===== config.mk =====
export PLATFORM = sky130hd
export DESIGN_NAME = conv_fir_mac_flat
export DESIGN_NICKNAME = d
export VERILOG_FILES = /design/src/rtl/conv_fir_mac_pkg.sv /design/src/rtl/conv_fir_mac_if.sv /design/src/rtl/conv_mac_unit.sv /design/src/rtl/conv_fir_mac.sv /design/src/flat_wrapper.sv
export SDC_FILE = /design/constraint.sdc
export NUM_CORES = 1
export LEC_CHECK = 0
export BUFFER_PORTS_ARGS = -buffer_cell sky130_fd_sc_hd__buf_2
export CAP_MARGIN = 20
export CORE_ASPECT_RATIO = 0.8
export CORE_UTILIZATION = 55
export DETAILED_ROUTE_END_ITERATION = 7
export GPL_ROUTABILITY_DRIVEN = 1
export PLACE_DENSITY_LB_ADDON = 0.3
export SLEW_MARGIN = 15
export SYNTH_ARGS = -nofsm -noshare
export SYNTH_HDL_FRONTEND = slang
export SYNTH_SLANG_ARGS = --single-unit

===== constraint.sdc =====
create_clock -name clk -period 9.4 [get_ports clk]
set_input_delay 1.88 -clock clk [delete_from_list [all_inputs] [get_ports clk]]
set_output_delay 1.88 -clock clk [all_outputs]
set_load 0.01 [all_outputs]

===== src/rtl/conv_fir_mac_pkg.sv =====
// Shared types and constants for the conv_fir_mac streaming FIR block.
package conv_pkg;

    typedef enum logic [1:0] {
        ST_IDLE = 2'd0,
        ST_MAC  = 2'd1,
        ST_OUT  = 2'd2
    } state_e;

    // Power-up coefficients make the filter a first difference: y = x[0] - x[1].
    localparam int DEF_COEF0 = 1;
    localparam int DEF_COEF1 = -1;

    function automatic int acc_w(input int data_w, input int coef_w, input int taps);
        return data_w + coef_w + $clog2(taps);
    endfunction

endpackage


===== src/rtl/conv_fir_mac_if.sv =====
// Sample, result, coefficient and status signals of conv_fir_mac bundled as one interface.
interface conv_fir_mac_if #(
    parameter int DATA_W = 8,
    parameter int COEF_W = 8,
    parameter int TAPS   = 8,
    parameter int ACC_W  = conv_pkg::acc_w(DATA_W, COEF_W, TAPS)
);
    import conv_pkg::*;

    // Handshakes: a transfer happens on a rising clk edge where valid && ready;
    // valid never waits on ready, and an offered result stays stable until taken.
    logic                     in_valid;
    logic                     in_ready;
    logic signed [DATA_W-1:0] in_data;
    logic                     out_valid;
    logic                     out_ready;
    logic signed [ACC_W-1:0]  out_data;
    logic                     coef_we;
    logic [$clog2(TAPS)-1:0]  coef_addr;
    logic signed [COEF_W-1:0] coef_wdata;
    logic                     coef_err;
    logic                     clr;
    logic                     busy;
    state_e                   state_dbg;

    modport master (
        output in_valid, in_data, out_ready, coef_we, coef_addr, coef_wdata, clr,
        input  in_ready, out_valid, out_data, coef_err, busy, state_dbg
    );

    modport slave (
        input  in_valid, in_data, out_ready, coef_we, coef_addr, coef_wdata, clr,
        output in_ready, out_valid, out_data, coef_err, busy, state_dbg
    );

endinterface


===== src/rtl/conv_mac_unit.sv =====
// Signed multiply-accumulate: acc += sign_extend(x * c) when enabled, cleared on request.
module conv_mac_unit #(
    parameter int DATA_W = 8,
    parameter int COEF_W = 8,
    parameter int ACC_W  = 19
) (
    input  logic                     clk,
    input  logic                     rst,
    input  logic                     clr,
    input  logic                     en,
    input  logic signed [DATA_W-1:0] x,
    input  logic signed [COEF_W-1:0] c,
    output logic signed [ACC_W-1:0]  acc_next
);
    localparam int PW = DATA_W + COEF_W;

    logic signed [PW-1:0]    prod;
    logic signed [ACC_W-1:0] acc_q, acc_d, sum;

    always_comb begin
        prod  = x * c;
        sum   = acc_q + {{(ACC_W - PW){prod[PW-1]}}, prod};
        acc_d = acc_q;
        if (clr) begin
            acc_d = '0;
        end else if (en) begin
            acc_d = sum;
        end
        acc_next = sum;
    end

    always_ff @(posedge clk or posedge rst) begin
        if (rst) begin
            acc_q <= '0;
        end else begin
            acc_q <= acc_d;
        end
    end

endmodule


===== src/rtl/conv_fir_mac.sv =====
// Streaming N-tap signed FIR: one accepted sample, TAPS serial MAC cycles, one held result.
module conv_fir_mac
    import conv_pkg::*;
#(
    parameter int DATA_W = 8,
    parameter int COEF_W = 8,
    parameter int TAPS   = 8
) (
    input  logic           clk,
    input  logic           reset,
    conv_fir_mac_if.slave  bus
);
    localparam int ACC_W = acc_w(DATA_W, COEF_W, TAPS);
    localparam int AW    = $clog2(TAPS);
    localparam logic [AW-1:0] LAST_K = AW'(TAPS - 1);

    state_e                   state_q, state_d;
    logic [AW-1:0]            k_q, k_d;
    logic signed [DATA_W-1:0] x_q [TAPS];
    logic signed [DATA_W-1:0] x_d [TAPS];
    logic signed [COEF_W-1:0] coef_q [TAPS];
    logic signed [COEF_W-1:0] coef_d [TAPS];
    logic signed [ACC_W-1:0]  out_data_q, out_data_d, mac_sum;
    logic                     out_valid_q, out_valid_d;
    logic                     coef_err_q, coef_err_d;
    logic                     mac_clr, mac_en, in_ready_w, coef_ok;

    conv_mac_unit #(.DATA_W(DATA_W), .COEF_W(COEF_W), .ACC_W(ACC_W)) u_mac (
        .clk      (clk),
        .rst      (reset),
        .clr      (mac_clr),
        .en       (mac_en),
        .x        (x_q[k_q]),
        .c        (coef_q[k_q]),
        .acc_next (mac_sum)
    );

    always_comb begin
        state_d     = state_q;
        k_d         = k_q;
        x_d         = x_q;
        coef_d      = coef_q;
        out_data_d  = out_data_q;
        out_valid_d = out_valid_q;
        coef_err_d  = 1'b0;
        mac_clr     = 1'b0;
        mac_en      = 1'b0;
        in_ready_w  = (state_q == ST_IDLE) && !bus.clr;
        coef_ok     = in_ready_w && (32'(bus.coef_addr) < TAPS);

        // Coefficient writes land before the MAC phase, so a write that coincides
        // with a sample accept is already used by that computation.
        if (bus.coef_we) begin
            if (coef_ok) begin
                coef_d[bus.coef_addr] = bus.coef_wdata;
            end else begin
                coef_err_d = 1'b1;
            end
        end

        if (bus.clr) begin
            for (int i = 0; i < TAPS; i++) begin
                x_d[i] = '0;
            end
            mac_clr     = 1'b1;
            out_valid_d = 1'b0;
            out_data_d  = '0;
            k_d         = '0;
            state_d     = ST_IDLE;
        end else begin
            unique case (state_q)
                ST_IDLE: begin
                    if (bus.in_valid) begin
                        for (int i = TAPS - 1; i > 0; i--) begin
                            x_d[i] = x_q[i-1];
                        end
                        x_d[0]  = bus.in_data;
                        mac_clr = 1'b1;
                        k_d     = '0;
                        state_d = ST_MAC;
                    end
                end
                ST_MAC: begin
                    mac_en = 1'b1;
                    k_d    = k_q + AW'(1);
                    if (k_q == LAST_K) begin
                        out_data_d  = mac_sum;
                        out_valid_d = 1'b1;
                        k_d         = '0;
                        state_d     = ST_OUT;
                    end
                end
                ST_OUT: begin
                    if (bus.out_ready) begin
                        out_valid_d = 1'b0;
                        state_d     = ST_IDLE;
                    end
                end
                default: state_d = ST_IDLE;
            endcase
        end
    end

    always_ff @(posedge clk or posedge reset) begin
        if (reset) begin
            state_q     <= ST_IDLE;
            k_q         <= '0;
            out_data_q  <= '0;
            out_valid_q <= 1'b0;
            coef_err_q  <= 1'b0;
            for (int i = 0; i < TAPS; i++) begin
                x_q[i]    <= '0;
                coef_q[i] <= '0;
            end
            coef_q[0] <= COEF_W'(DEF_COEF0);
            coef_q[1] <= COEF_W'(DEF_COEF1);
        end else begin
            state_q     <= state_d;
            k_q         <= k_d;
            out_data_q  <= out_data_d;
            out_valid_q <= out_valid_d;
            coef_err_q  <= coef_err_d;
            x_q         <= x_d;
            coef_q      <= coef_d;
        end
    end

    assign bus.in_ready  = in_ready_w;
    assign bus.out_valid = out_valid_q;
    assign bus.out_data  = out_data_q;
    assign bus.coef_err  = coef_err_q;
    assign bus.busy      = (state_q != ST_IDLE);
    assign bus.state_dbg = state_q;

endmodule

===== src/flat_wrapper.sv =====
// flat-port wrapper written by rule: the top's interface ports become plain ports
module conv_fir_mac_flat import conv_pkg::*;
#(
    parameter int DATA_W = 8,
    parameter int COEF_W = 8,
    parameter int TAPS   = 8
)
  (clk, reset, bus_in_valid, bus_in_data, bus_out_ready, bus_coef_we, bus_coef_addr, bus_coef_wdata, bus_clr, bus_in_ready, bus_out_valid, bus_out_data, bus_coef_err, bus_busy, bus_state_dbg);
  conv_fir_mac_if #(.DATA_W(DATA_W), .COEF_W(COEF_W), .TAPS(TAPS)) bus_i ();
  input  logic clk;
  input  logic reset;
  input wire logic [$bits(bus_i.in_valid)-1:0] bus_in_valid;
  input wire logic [$bits(bus_i.in_data)-1:0] bus_in_data;
  input wire logic [$bits(bus_i.out_ready)-1:0] bus_out_ready;
  input wire logic [$bits(bus_i.coef_we)-1:0] bus_coef_we;
  input wire logic [$bits(bus_i.coef_addr)-1:0] bus_coef_addr;
  input wire logic [$bits(bus_i.coef_wdata)-1:0] bus_coef_wdata;
  input wire logic [$bits(bus_i.clr)-1:0] bus_clr;
  output wire logic [$bits(bus_i.in_ready)-1:0] bus_in_ready;
  output wire logic [$bits(bus_i.out_valid)-1:0] bus_out_valid;
  output wire logic [$bits(bus_i.out_data)-1:0] bus_out_data;
  output wire logic [$bits(bus_i.coef_err)-1:0] bus_coef_err;
  output wire logic [$bits(bus_i.busy)-1:0] bus_busy;
  output wire logic [$bits(bus_i.state_dbg)-1:0] bus_state_dbg;
  assign bus_i.in_valid = bus_in_valid;
  assign bus_i.in_data = bus_in_data;
  assign bus_i.out_ready = bus_out_ready;
  assign bus_i.coef_we = bus_coef_we;
  assign bus_i.coef_addr = bus_coef_addr;
  assign bus_i.coef_wdata = bus_coef_wdata;
  assign bus_i.clr = bus_clr;
  assign bus_in_ready = bus_i.in_ready;
  assign bus_out_valid = bus_i.out_valid;
  assign bus_out_data = bus_i.out_data;
  assign bus_coef_err = bus_i.coef_err;
  assign bus_busy = bus_i.busy;
  assign bus_state_dbg = bus_i.state_dbg;
  conv_fir_mac #(.DATA_W(DATA_W), .COEF_W(COEF_W), .TAPS(TAPS)) u_core (.clk(clk), .reset(reset), .bus(bus_i));
endmodule

# Word-level counts from Yosys, hierarchy flattened

Cells that the tools add are included.

Output and inout bits: 25
Memory bits (writable): 0
ROM bits: 0
Register bits: 173
Memories kept: 0
Latch bits: 0

Bitwise logic cells: 2
Div/mod/pow operators: 0
$add $sub $neg: 2
Reductions and logical operators: 18
Equality and inequality tests: 6
Multiplexer cells: 37
Shifts and indexed selects: 0
Order comparisons: 3
Multipliers: 1

Operators with widths:

| kind                                                        | count |
|---|---|
| 2-to-1 mux 64 bit                                           | 3 |
| 2-to-1 mux 19 bit                                           | 5 |
| bitwise mux 64 bit                                          | 1 |
| binary-select mux 8 bit (select 3 bit)                      | 2 |
| 2-to-1 mux 8 bit                                            | 5 |
| demux 8 bit (select 3 bit)                                  | 1 |
| adder 19 bit                                                | 1 |
| multiplier 8 x 8 -> 16 bit                                  | 1 |
| nonzero test 2 bit                                          | 6 |
| 2-to-1 mux 1 bit                                            | 10 |
| 2-to-1 mux 3 bit                                            | 3 |
| greater-or-equal comparator 4 bit (second input constant)   | 2 |
| 2-to-1 mux 2 bit                                            | 4 |
| NOT 3 -> 4 bit                                              | 2 |
| AND reduction 2 bit                                         | 4 |
| inequality test 3 bit (second input constant)               | 2 |
| one-hot mux 2 bit (3 select lines)                          | 1 |
| one-hot mux 3 bit (2 select lines)                          | 1 |
| AND reduction 3 bit                                         | 2 |
| nonzero test 3 bit                                          | 2 |
| less-than comparator 4 x 1 -> 1 bit (second input constant) | 1 |
| adder 3 x 1 -> 3 bit (second input constant)                | 1 |
| equality test 3 bit (second input constant)                 | 1 |
| inequality test 3 x 2 -> 1 bit (second input constant)      | 1 |
| 6 further kinds                                             | 7 |

# Depth between registers and ports, before layout

Depth after elaboration: 9
Gate-level depth with buffers: 32

# By module

Synthesis repeated with hierarchy kept, for this count alone.

Cell total of the unflattened synthesis: 958
Area total of the unflattened synthesis: 11081.9 um2

Modules (own cells, without submodules):

| module        | area an instance (um2) | instances | cells each |
|---|---|---|---|
| conv_fir_mac  | 6810.3                 | 1         | 470 |
| conv_mac_unit | 4271.6                 | 1         | 488 |

# Worst setup path before layout

OpenSTA, ideal clock, no wires.

Kind: register -> register
Start point: register u_core.k_q[0]
End point: register u_core.out_data_q[18], in the netlist u_core.bus.out_data[18]
Arrival time: 6.975 ns
Setup time: 0.121 ns
Cell stages (with the launch flop): 30
Setup slack: 2.304 ns
Data required time: 9.279 ns
Buffers on the path: 2
Cell sequence: dfrtp_1 -> buf_2 -> buf_4 -> mux4_2 -> mux2i_1 -> nand2b_1 -> fa_1 -> fa_1 -> inv_1 -> fa_1 -> inv_1 -> fa_1 -> inv_1 -> ha_1 -> a21o_1 -> a21oi_2 -> nand2_1 -> and2_1 -> o21a_1 -> nor2_1 -> xnor2_1 -> ha_1 -> and4_4 -> nand4_1 -> a311o_1 -> a41oi_2 -> nor2_1 -> xor2_1 -> xnor2_1 -> a22o_1

Word-level cells in the longest chain between the ends: 9
Elaborated cells on any way between the ends: 15

Ends and longest elaborated chain:

| what                                                      | RTL line                               | text |
|---|---|---|
| start, declared                                           | conv_fir_mac.sv:18                     | `logic [AW-1:0] k_q, k_d;` |
| start signal, assigned                                    | conv_fir_mac.sv:119                    | `k_q <= k_d;` |
| NOT 3 -> 4 bit (implied by the code)                      | conv_fir_mac.sv:33, conv_fir_mac.sv:34 |  |
| binary-select mux 8 bit (select 3 bit) (on tied branches) | conv_fir_mac.sv:33, conv_fir_mac.sv:34 |  |
| 2-to-1 mux 8 bit (on tied branches) (2 in series)         | conv_fir_mac.sv:33, conv_fir_mac.sv:34 |  |
| multiplier 8 x 8 -> 16 bit                                | conv_mac_unit.sv:21                    | `prod = x * c;` |
| adder 19 bit                                              | conv_mac_unit.sv:22                    | `sum = acc_q + {{(ACC_W - PW){prod[PW-1]}}, prod};` |
| 2-to-1 mux 19 bit                                         | conv_fir_mac.sv:86                     | `if (k_q == LAST_K) begin` |
| 2-to-1 mux 19 bit                                         | conv_fir_mac.sv:71                     | `unique case (state_q)` |
| 2-to-1 mux 19 bit                                         | conv_fir_mac.sv:61                     | `if (bus.clr) begin` |
| end signal, assigned                                      | conv_fir_mac.sv:120                    | `out_data_q <= out_data_d;` |
| end, declared                                             | conv_fir_mac.sv:23                     | `logic signed [ACC_W-1:0] out_data_q, out_data_d, mac_sum;` |

Parallel ways exist; a longest one is shown, timed or not. The select of a mux whose other input is x is not followed.
A chain may end at the register's enable or synchronous reset.

# Final worst setup path

Ends and elaborated chain as after synthesis.

==> results summary <==
For this block, wires on met1 add up to 10.8 mm. The headroom to the max-slew limit is 0.358. The number of standard-cell rows in the floorplan came out at 45. The clock period minus worst slack is 8110 ps.

The distinct cell type count after synthesis is 61. For this run, the share of the core covered by cells in the final layout is 0.628. The synthesized instance count came out at 1009. Of all nets on the critical path, the largest fanout is 21. The number of standard cells in the layout, taps in and fillers out came out at 1320. At the placement stage, the worst setup path has a slack of 1280 ps. The count of state elements after synthesis is 173. The data required time at the worst endpoint is 9720 ps. The count of synthesis-stage warnings from yosys is 0. The number of hold buffers added after cts came out at 0. The number of buffers added for setup after CTS is 0. The overall power came out at 2.69 mW.

The total global routing track utilization is 0.234. The final hold violation count came out at 0. Buffers inserted during clock tree synthesis total 17.

The fraction of registers with async set/reset is 1.00. The final cycle utilization of the critical path came out at 0.863. The power density of the placed cells came out at 224 nW/um^2.

The synthesized design contains 0 enable-type register cells. The slack of the critical path is 1290 ps. The number of gates resized after cts is 0. The cell area after placement is 11400 um^2. Counting along the longest clock path gives a buffer depth of 2. The leakage power came out at 5.50 nW.

The die boundary height is 128 um. The highest cell delay on the worst timing path came out at 800 ps. The I/O pin count came out at 50. The post-DP HPWL is 15.6 mm. The setup TNS after final layout is 0 ps. The critical setup path kind is flip-flop to flip-flop. The flow ran to the end, and the final reports show no timing, DRC or antenna violations.

For the final database, setup skew stands at 17.8 ps. The initial utilization of the core area, before any placement, comes to 0.568. The synthesized area divided by synthesized cell count came out at 10.8 um^2. Of the post-synthesis cell area, the dominant cell type holds 0.377.

TritonCTS built the clock tree. The number of diodes came out at 0. The floorplan core area came out at 19100 um^2. The clock transition time at the flip-flop clock pins of the worst setup and hold paths is 70 ps. The number of cell instances on the worst register-to-register path is 29. The worst setup path is launched from a flip-flop. The via count of the first global-routing pass is 7408. The total via count in the routed design came out at 7437. The achievable frequency is 123 MHz. The count of routing violations after the opening detailed-route iteration came out at 642. Max-cap violations in this run came to 0.

The share of post-route cells with drive strength above 1 is 0.160. The register area share after synthesis is 0.399. The routed length on met3 is 964 um. The number of nets in the final layout came out at 1180. The cell count after placement is 1288. The setup-violating endpoint count in the final report is 0. The floorplan step set the die width to 159 um. The count of cells along the worst hold path came out at 1.

The latest clock arrival within the worst-skew pair came out at 440 ps. The post-route cell area is 12000 um^2. Counting every net in the synthesized netlist gives 1140.

The relative area change from synthesis to final layout is 10.7%. The ratio of routed vias to standard cells came out at 5.63. Setup repair after global routing left no endpoint under its margin. The worst-case hold slack came out at 484 ps. The die covers 20300 um^2.

The number of pins exceeding their max-slew limit in the final report came out at 0. In the post-synthesis netlist, the biggest area contributors are dfrtp_1 (38%), fa_1 (10%), mux4_2 (6.6%). The initial antenna violation count is 0. The antenna violation net count after detailed routing is 0. The maximum vdd ir drop is 0.120 mV. The leading register cell type out of synthesis is dfrtp_1.

Buffers placed on the I/O ports in this run total 49. The first global-routing pass estimated 37.8 mm of wire. The slew at the pin closest to its max-slew limit is 936 ps. For this run the aggregate overflow at the end of global routing stands at 0. The data arrival at the endpoint of the critical path is 8430 ps. The count of H-tree levels built during CTS is 4. The slowest cell on the critical path is dfrtp_2. Counting every sink on the clock net gives 173. In this run the top signal layer used is met4. STA classifies the critical path endpoint as a flip-flop. CTS placed an instance of clkbuf_16 at the clock tree root. The cell area that synthesis handed to floorplanning was 10900 um^2. The detail-routed net length per standard cell is 16.9 um. The largest net degree at the start of global routing is 100. The post-detailed-route DRC marker count came out at 0. The wire length on met2 came out at 10.3 mm.

The congestion estimate from routability-driven global placement came to 0.829. The wire length after detailed routing came out at 22.3 mm. The iteration count of the initial detailed-routing pass is 4.

The class of the worst hold path is flip-flop to flip-flop. The post-synthesis cell type with the largest combined area is dfrtp_1.
power breakdown:
group	total (mW)	leakage, nW	switching (mW)	internal [mW]
clock	0.756	0.305	0.327	0.430
combinational	1.04	2.91	0.604	0.432
sequential	0.899	2.29	0.0578	0.841
metal layers:
metal | track usage | vias up
met5 | 0 | -
met4 | 0.0645 | 0
met3 | 0.0424 | 20
met2 | 0.367 | 152
met1 | 0.339 | 3758
li1 | - | 3507
critical path: cells and delay by family (launching register included):
kind | cells | cell delay [ps]
and+or+nand+nor | 7 | 970
AOI/OAI and AO/OA | 6 | 1270
xor gates and xnor gates | 3 | 460
adders and majority gates | 6 | 2790
muxes | 2 | 1170
buffers and inverters | 5 | 520
DFF | 1 | 800
registers in the layout (all words and copies together) (netlist names):
| name | count |
|---|---|
| u_core.bus.coef_err | 1 |
| u_core.bus.out_data | 19 |
| u_core.bus.out_valid | 1 |
| u_core.bus.state_dbg | 2 |
| u_core.coef_q | 64 |
| u_core.k_q | 3 |
| u_core.u_mac.acc_q | 19 |
| u_core.x_q | 64 |
synthesized netlist by cell type, drive strengths merged (4+ instances only):
cell    instances
nor2           68
buf            17
mux4           32
fa             56
mux2i          18
xor2            7
ha             50
nor3            4
inv            92
nand2         153
dfstp           9
mux2           64
or2            15
nand3           6
nand3b          5
o21ai          13
clkbuf         28
a21o            7
dfrtp         164
a22o           33
nor2b           9
nand4           5
xnor2          26
a21oi          88
cell type report:
cell class	instances	area (um^2)
fill	1522	7110
timing repair buffer	66	385
sequential	173	4340
multi-input combinational	699	6010
tap	258	323
inverter	92	350
clock buffer	18	429
clock inverter	14	196
cell usage in the layout, fill, tap and decap left out, types with 3 or more instances in the layout:
| cell type | count |
|---|---|
| o21a_1 | 3 |
| nand3b_1 | 3 |
| ha_1 | 50 |
| a21o_1 | 7 |
| mux4_2 | 32 |
| o21ai_1 | 5 |
| nand3_1 | 6 |
| dfstp_2 | 9 |
| o21ai_0 | 7 |
| a31oi_1 | 3 |
| a21oi_1 | 86 |
| nor3_1 | 3 |
| buf_4 | 16 |
| bufinv_16 | 3 |
| buf_2 | 49 |
| mux2_1 | 56 |
| nor2_1 | 64 |
| nand4_1 | 5 |
| xnor2_1 | 26 |
| dfrtp_1 | 163 |
| nor2b_1 | 9 |
| inv_6 | 6 |
| inv_8 | 3 |
| nand2_1 | 152 |
| nor2_2 | 4 |
| mux2_2 | 8 |
| clkbuf_16 | 17 |
| xor2_1 | 7 |
| o21bai_1 | 3 |
| or2_1 | 15 |
| mux2i_1 | 18 |
| fa_1 | 56 |
| inv_1 | 90 |
| a22o_1 | 33 |
path summary, 6_finish.rpt:
check / to / slack, ps / start
worst min register to register: u_core.coef_q[41]$_DFFE_PP0P_ / 480 / u_core.coef_q[41]$_DFFE_PP0P_
min in group asynchronous: u_core.x_q[58]$_DFFE_PP0P_ / 1600 / reset
worst max-delay path: u_core.bus.out_data[18]$_DFFE_PP0P_ / 1290 / u_core.k_q[0]$_DFFE_PP0P_
worst max register to register: u_core.bus.out_data[18]$_DFFE_PP0P_ / 1290 / u_core.k_q[0]$_DFFE_PP0P_
worst min-delay path: u_core.coef_q[41]$_DFFE_PP0P_ / 480 / u_core.coef_q[41]$_DFFE_PP0P_
max in group asynchronous: u_core.k_q[0]$_DFFE_PP0P_ / 6310 / reset
kinds of logic (layout without fill, tap and decap cells):
| group | after synthesis | after routing | share of synthesized area |
|---|---|---|---|
| xor+xnor | 33 | 33 | 0.0266 |
| flops | 173 | 173 | 0.399 |
| fa+ha+maj | 106 | 106 | 0.161 |
| buf+inv | 137 | 190 | 0.0488 |
| simple gates | 279 | 279 | 0.116 |
| mux | 114 | 114 | 0.149 |
| compound gates | 167 | 167 | 0.100 |
(Power assumes the default switching activity.)
